`src/rtl/dataflow_pkg.sv`:
```
// Shared helpers for the dataflow arith library: antitoken counter sizing
// and flat-bus slicing.
package dataflow_pkg;

    // Bits needed to hold a count in 0..kill_depth.
    function automatic int cnt_width(input int kill_depth);
        return $clog2(kill_depth + 1);
    endfunction

    // Low bit of channel idx in a flat bus of w-bit channels.
    function automatic int slice_lo(input int idx, input int w);
        return idx * w;
    endfunction

endpackage

```
`src/rtl/antitoken_counter.sv`:
```
// Pending-antitoken counter for one input channel: counts tokens that must be
// discarded, and kills them as they arrive.
module antitoken_counter
    import dataflow_pkg::*;
#(
    parameter int KILL_DEPTH = 2
) (
    input  logic clk,
    input  logic rst,
    input  logic pvalid,
    input  logic add,
    output logic kill_out,
    output logic full,
    output logic pending
);
    localparam int CW = cnt_width(KILL_DEPTH);

    logic [CW-1:0] cnt_q, cnt_d;

    assign pending  = (cnt_q != '0);
    assign kill_out = pvalid & pending;
    assign full     = (cnt_q == CW'(KILL_DEPTH));

    // Simultaneous add and kill cancel out.
    always_comb begin
        cnt_d = cnt_q;
        if (add & !kill_out)
            cnt_d = cnt_q + CW'(1);
        else if (!add & kill_out)
            cnt_d = cnt_q - CW'(1);
    end

    always_ff @(posedge clk or posedge rst) begin
        if (rst) cnt_q <= '0;
        else     cnt_q <= cnt_d;
    end

endmodule

```
`src/rtl/select_n_antitoken.sv`:
```
// N-way elastic select with per-channel antitoken counters.
// Optional one-slot output register enabled by defining SELECT_N_OUT_REG_EN.
module select_n_antitoken
    import dataflow_pkg::*;
#(
    parameter int NUM_INPUTS = 4,
    parameter int DATA_TYPE  = 32,
    parameter int SEL_TYPE   = $clog2(NUM_INPUTS),
    parameter int KILL_DEPTH = 2
) (
    input  logic                            clk,
    input  logic                            rst,
    input  logic [SEL_TYPE-1:0]             condition,
    input  logic                            condition_valid,
    output logic                            condition_ready,
    input  logic [NUM_INPUTS*DATA_TYPE-1:0] ins,
    input  logic [NUM_INPUTS-1:0]           ins_valid,
    output logic [NUM_INPUTS-1:0]           ins_ready,
    output logic [DATA_TYPE-1:0]            result,
    output logic                            result_valid,
    input  logic                            result_ready
);
    logic [NUM_INPUTS-1:0] is_sel, pending, full_cnt, kill, add;
    logic                  in_range, sel_valid, sel_pending, ovf_block;
    logic                  out_valid, out_ready, fire;
    logic [DATA_TYPE-1:0]  sel_data;

    for (genvar g = 0; g < NUM_INPUTS; g++) begin : g_cnt
        antitoken_counter #(.KILL_DEPTH(KILL_DEPTH)) u_cnt (
            .clk      (clk),
            .rst      (rst),
            .pvalid   (ins_valid[g]),
            .add      (add[g]),
            .kill_out (kill[g]),
            .full     (full_cnt[g]),
            .pending  (pending[g])
        );
    end

    always_comb begin
        is_sel      = '0;
        in_range    = 1'b0;
        sel_valid   = 1'b0;
        sel_pending = 1'b0;
        ovf_block   = 1'b0;
        sel_data    = '0;
        for (int i = 0; i < NUM_INPUTS; i++) begin
            if (condition == SEL_TYPE'(i)) begin
                is_sel[i]   = 1'b1;
                in_range    = 1'b1;
                sel_valid   = ins_valid[i];
                sel_pending = pending[i];
                sel_data    = ins[slice_lo(i, DATA_TYPE) +: DATA_TYPE];
            end else begin
                ovf_block = ovf_block | (full_cnt[i] & !ins_valid[i]);
            end
        end
        // Held low during reset so nothing is handshaken while counters clear.
        out_valid = !rst & condition_valid & in_range & sel_valid & !sel_pending & !ovf_block;
        fire      = out_valid & out_ready;
        for (int i = 0; i < NUM_INPUTS; i++) begin
            // A pending count accepts the token being killed, including on sel.
            ins_ready[i] = pending[i] | fire;
            add[i]       = fire & !is_sel[i] & (kill[i] | !ins_valid[i]);
        end
        condition_ready = fire;
    end

`ifdef SELECT_N_OUT_REG_EN
    logic                 full_q, full_d;
    logic [DATA_TYPE-1:0] data_q, data_d;

    assign out_ready = !full_q | result_ready;

    always_comb begin
        full_d = full_q;
        data_d = data_q;
        if (fire) begin
            full_d = 1'b1;
            data_d = sel_data;
        end else if (result_ready) begin
            full_d = 1'b0;
        end
    end

    always_ff @(posedge clk or posedge rst) begin
        if (rst) begin
            full_q <= 1'b0;
            data_q <= '0;
        end else begin
            full_q <= full_d;
            data_q <= data_d;
        end
    end

    assign result       = data_q;
    assign result_valid = full_q;
`else
    assign out_ready    = result_ready;
    assign result       = sel_data;
    assign result_valid = out_valid;
`endif

endmodule

```
`config.mk`:
```
export PLATFORM = sky130hd
export DESIGN_NAME = select_n_antitoken
export DESIGN_NICKNAME = d
export VERILOG_FILES = /design/src/rtl/dataflow_pkg.sv /design/src/rtl/antitoken_counter.sv /design/src/rtl/select_n_antitoken.sv
export SDC_FILE = /design/constraint.sdc
export NUM_CORES = 1
export LEC_CHECK = 0
export CAP_MARGIN = 10
export CORE_AREA = 2 2 68 70
export DETAILED_ROUTE_END_ITERATION = 8
export DIE_AREA = 0 0 70 72
export DONT_BUFFER_PORTS = 1
export SLEW_MARGIN = 20
export SYNTH_ARGS = -nofsm -noshare
export SYNTH_HDL_FRONTEND = slang
export SYNTH_HIERARCHICAL = 1
export SYNTH_SLANG_ARGS = --single-unit
```
`constraint.sdc`:
```
create_clock -name clk -period 4.2 [get_ports clk]
set_input_delay 0.63 -clock clk [delete_from_list [all_inputs] [get_ports clk]]
set_output_delay 0.63 -clock clk [all_outputs]
set_load 0.02 [all_outputs]
```
==> flow_metrics.tcl, run 1 <==
set metrics [dict create \
    io_buffer_count 0 \
    area_growth_pct 4.33 \
    final_common_cell "mux4_2" \
    relSlewSlack_pct 60.3 \
    critPathSlowestCell "o21bai_1" \
    nFillCells 425 \
    cts_setup_buffers 0 \
    synth.avg_cell_area_um2 11.9 \
    crit_fanout 10 \
    yosysWarningCount 6 \
    reg2reg_from "g_cnt[1].u_cnt/cnt_q[0]" \
    grt_max_degree 39 \
    drive_gt1_share_pct 31.9 \
    die_h_um 72 \
    top_register "g_cnt.u_cnt/cnt_q" \
    critPathLaunch "g_cnt[3].u_cnt/cnt_q[0]" \
    holdCritPathClass "input pin to asynchronous set/reset pin" \
    cts_hold_buf 0 \
    rsz0062_at_grt "false" \
    cts_root_buf "clkbuf_8" \
    whs_ns 0.140 \
    place.gp.congestion 0.853 \
    reg2reg_slack_ns 1.97 \
    post-route-period-util_pct 61.1 \
    drt_iter0_drc 47 \
    finalSetupViolCount 0 \
    core-area_um2 4260 \
    drc 0 \
    arrival_ns 1.94 \
    numCtsBuffers 3 \
    vias_per_cell 6.60 \
    start_util_pct 34.5 \
    drt-pass1-iter-count 4 \
    grt.overflow.total 0 \
    max_cap_viol_count 0 \
    cp-start-kind "flip-flop" \
    powerDensity_nw_per_um2 394 \
    wirelength_mm 5.08 \
    layout_min_cycle_time_ns 2.57 \
    worstPathCellList "and2b_1, a211oi_1, o2111ai_4, o21bai_1" \
    antenna_found_initial 1 \
    syn-cell-area_um2 1470 \
    vdd_ir_drop_max_v 0.000239 \
    ys_seq_elements 8 \
    synth_top_area_share_pct 48.9 \
    leakagePower_nw 0.582 \
    placementRows 24 \
    htree_levels 1 \
    syn-num-nets 266 \
    synth_edf_count 0 \
    postSynthCellCount 124 \
    grt_pass1_wl_mm 7.09 \
    worst_pin_slew_ns 0.592 \
    hold_viol 0 \
    dieArea_um2 5040 \
    tns_ns 0 \
    finalPower_w 0.000606 \
    avgRoutedWirePerCell_um 29.7 \
    final_cell_mix "mux4_2 (32), inv_1 (13), nor2_1 (8), xor2_1 (8), dfrtp_1 (8)" \
    yosysTopAreaCell "mux4_2" \
    reg_top3 "g_cnt.u_cnt/cnt_q: 8 flops" \
    status "finished clean" \
    dpl.hpwl_mm 4.56 \
    cts_resized 0 \
    synth-async-reset-ratio_pct 100 \
    synth_seq_area_share_pct 13.6 \
    layout.nets 263 \
    clock_skew_ns 0.00175 \
    ys_types 26 \
    cts_max_path_buffers 2 \
    worst_setup_path_end_kind "output pin" \
    clkLatencyLatePin_ns 0.23 \
    cts.sinks 8 \
    synth_flop_cell "dfrtp_1" \
    cts_tree "yes" \
    crit_type "flip-flop to output pin" \
    largest_reg_flops 8 \
    clk_pin_slew_ns 0.04 \
    crit_path_max_incr_delay_ns 0.48 \
    grt_usage_pct 18.7 \
    die-width_um 70 \
    slew_violations 0 \
    ios 176 \
    synthTopCellsByArea "mux4_2 (49%), dfrtp_1 (14%), xor2_1 (4.8%)" \
    diodes 0 \
    vias 1128 \
    critPathRequiredTime_ns 3.57 \
    fmax_mhz 389 \
    ant_nets 0 \
    grt_pass1_vias 1167 \
]
[critical path, delay by kind of cell, from the launching register on]
| kind | cells | cell delay [ns] |
|---|---|---|
| and+or+nand+nor | 1 | 0.21 |
| DFF | 1 | 0.40 |
| AOI/OAI and AO/OA | 3 | 1.10 |
[per-stage QoR]
step                instances  cell area, um2  setup slack (ns)  util [%]
finish                    171            1540              1.63      36.0
global route              171            1540              1.49      36.0
CTS                       171            1540              1.61      36.0
detailed placement        168            1500              1.74      35.1
global placement          168            1500              1.76      35.1
floorplan                 124            1470              1.74         -
[synth_stat cells (4+ instances only)]
cell type / count
ha_1: 4
or2_1: 4
xnor2_1: 4
dfrtp_1: 8
nand2_1: 6
inv_1: 13
xor2_1: 8
mux4_2: 32
and2b_1: 4
nor3_1: 4
nor2_1: 8
o21bai_1: 5
o21ai_0: 4
buf_2: 4
[cell type report]
class                           instances  area [um2]  area share [%]
Multi-Input combinational cell         95        1180            76.9
Sequential cell                         8         200            13.0
Tap cell                               52        65.1            4.23
Inverter                               13        48.8            3.18
Clock buffer                            3        41.3            2.69
[power breakdown]
part | total [W] | switching, W | internal, W
logic | 0.000352 | 0.000193 | 0.000159
clock network | 0.0000905 | 0.0000286 | 0.0000619
registers | 0.000163 | 0.0000431 | 0.000120
total | 0.000606 | 0.000264 | 0.000342
[routing by layer]
metal	vias to the layer above	wire length [um]	track usage (%)
met4	2	78	5.98
li1	469	-	-
met1	564	1800	22.2
met2	83	2630	31.7
met5	-	13	0
met3	10	565	7.08
[final timing paths]
kind,end,cells after the start
worst max-delay path,ins_ready[0],4
max in group asynchronous,g_cnt[2].u_cnt/cnt_q[1],1
min in group clk,g_cnt[1].u_cnt/cnt_q[1],1
worst max register to register,g_cnt[0].u_cnt/cnt_q[1],8
worst min-delay path,g_cnt[3].u_cnt/cnt_q[0],1
worst min register to register,g_cnt[1].u_cnt/cnt_q[1],1
[cell families after synthesis]
| kind of cell | Yosys count | synth area share [%] |
|---|---|---|
| AND/OR/NAND/NOR | 32 | 11.3 |
| multiplexers | 32 | 48.9 |
| flip-flops | 8 | 13.6 |
| buffers and inverters | 21 | 6.20 |
| adder cells (fa/ha/maj) | 4 | 3.40 |
| AO/OA/AOI/OAI | 15 | 9.43 |
| XOR/XNOR | 12 | 7.14 |
(Power assumes the default switching activity.)
==> run 2: changes to the inputs <==
==> constraint.sdc (replaced) <==
create_clock -name clk -period 2.3 [get_ports clk]
set_input_delay 0.345 -clock clk [delete_from_list [all_inputs] [get_ports clk]]
set_output_delay 0.345 -clock clk [all_outputs]
set_load 0.02 [all_outputs]
==> run 2 against run 1 <==
  * Utilization rose by 1.9 points
  * Worst hold slack improved by 0.30 ns
  * Register-to-register slack got worse by 1.8 ns
  * Sequential power rose by 85%
  * Critical path depth did not move
  * Critical endpoint is now ins_ready[3]
  * Largest power group unchanged
==> flow_metrics.tcl, run 2 (synthesis gave the netlist of run 1 again) <==
set metrics [dict create \
    status "finished clean" \
    max_cap_viol_count 0 \
    final_util_pct 37.9 \
    cts.sinks 8 \
    die_h_um 72 \
    vias_per_cell 6.64 \
    top_register "g_cnt.u_cnt/cnt_q" \
    clock_skew_ns 0.00448 \
    core-area_um2 4260 \
    leakagePower_nw 0.599 \
    io_buffer_count 0 \
    finalSetupViolCount 0 \
    ios 176 \
    dpl.hpwl_mm 4.66 \
    grt_usage_pct 19.2 \
    tns_ns 0 \
    final_common_cell "mux4_2" \
    critPathRequiredTime_ns 1.96 \
    relSlewSlack_pct 70.8 \
    dieArea_um2 5040 \
    regArea_um2 200 \
    cp-start-kind "flip-flop" \
    finalPower_w 0.00117 \
    htree_levels 1 \
    crit_type "flip-flop to output pin" \
    gr-usage-met1_pct 24.9 \
    numCtsBuffers 3 \
    gr-usage-met3_pct 5.28 \
    regToRegEndpoint "g_cnt[2].u_cnt/cnt_q[1]" \
    worstHoldStart "ins_valid[0]" \
    clkLatencyLatePin_ns 0.23 \
    avgRoutedWirePerCell_um 30.5 \
    grt.overflow.total 0 \
    antenna_found_initial 1 \
    slew_violations 0 \
    nFillCells 420 \
    drt-pass1-iter-count 4 \
    whs_ns 0.437 \
    final_cell_mix "mux4_2 (32), inv_1 (13), nor2_1 (8), xor2_1 (8), dfrtp_1 (8)" \
    grt_pass1_wl_mm 7.28 \
    arrival_ns 1.89 \
    holdCritPathClass "input pin to flip-flop" \
    stdcell_count 174 \
    cts_max_path_buffers 2 \
    grt_pass1_vias 1204 \
    post-route-period-util_pct 97.3 \
    drive_gt1_share_pct 37.7 \
    placementRows 24 \
    worst_pin_slew_ns 0.437 \
    reg_top3 "g_cnt.u_cnt/cnt_q: 8 flops" \
    cts_tree "yes" \
    grt_use_met2_pct 32.5 \
    reg2reg_from "g_cnt[0].u_cnt/cnt_q[0]" \
    rsz0062_at_grt "true" \
    die-width_um 70 \
    start_util_pct 34.5 \
    powerDensity_nw_per_um2 726 \
    place_inst 169 \
    reg2reg_slack_ns 0.13 \
    cts_root_buf "clkbuf_8" \
    vdd_ir_drop_max_v 0.000416 \
    wirelength_mm 5.30 \
    top_usage_layer "met2" \
    drt_iter0_drc 56 \
    fmax_mhz 447 \
    area_growth_pct 9.86 \
    hold_viol 0 \
    layout_min_cycle_time_ns 2.24 \
    hold-path-endpoint "g_cnt[0].u_cnt/cnt_q[0]" \
    layout.nets 266 \
    crit_fanout 5 \
    ant_nets 0 \
    worst_setup_path_end_kind "output pin" \
    vias 1156 \
    grt_max_degree 39 \
    min_path_cells 3 \
    diodes 0 \
    multi_input_area_um2 1240 \
    largest_reg_flops 8 \
    clk_pin_slew_ns 0.04 \
    place.gp.congestion 0.863 \
    ff2ff_path_depth 8 \
    drc 0 \
]
run 2: how the worst max path moves through the flow:
stage                                       start                      end  slack [ns]  cells past startpoint
after floorplan           g_cnt[0].u_cnt/cnt_q[0]  g_cnt[0].u_cnt/cnt_q[1]        0.31                      8
after global placement    g_cnt[1].u_cnt/cnt_q[0]  g_cnt[3].u_cnt/cnt_q[1]        0.15                      9
after detailed placement  g_cnt[1].u_cnt/cnt_q[0]  g_cnt[1].u_cnt/cnt_q[1]        0.05                      8
after CTS                 g_cnt[0].u_cnt/cnt_q[0]             ins_ready[3]        0.04                      4
after global routing      g_cnt[0].u_cnt/cnt_q[0]             ins_ready[1]      -0.009                      4
final                     g_cnt[0].u_cnt/cnt_q[0]             ins_ready[3]        0.06                      4
run 2: where the power goes:
group,switching (W),leakage [nW],internal [W],total [W]
combinational,0.000389,0.484,0.000317,0.000706
clock,0.0000546,0.0216,0.000113,0.000168
sequential,0.0000808,0.0936,0.000220,0.000301
total,0.000524,0.599,0.000650,0.00117
run 2: per-layer routing:
| metal | up-vias | part of all wire, % |
|---|---|---|
| li1 | 477 | - |
| met1 | 572 | 37 |
| met2 | 97 | 52 |
| met3 | 8 | 9.2 |
| met4 | 2 | 0.94 |
| met5 | - | 0.25 |
run 2: cell type report:
cell class	instances	area share [%]
multi-input combinational	96	77.0
timing repair buffer	2	1.08
sequential	8	12.4
inverter	13	3.02
tap	52	4.02
clock buffer	3	2.55
run 2: timing repair:
item | 4_1_cts | 5_1_grt
resized for setup | 1 | 8
pin swaps | 0 | 2
setup buffers | 0 | 0
setup endpoints to repair | 1 | 8
hold endpoints to repair | 8 | 0
gates cloned | 0 | 1
hold buffers | 1 | 0
run 2: critical path, cell delays in order (launching register included):
cell and delay, ns:
dfrtp_1 0.42, or2_1 0.30, o32ai_4 0.32, o2111ai_4 0.20, o21bai_1 0.42
run 2: through the flow:
stage / cell area, um2 / setup WS [ns]
floorplan: 1470 / 0.311
global placement: 1500 / 0.154
detailed placement: 1500 / 0.0468
CTS: 1560 / 0.0366
global route: 1620 / -0.00864
finish: 1620 / 0.0614
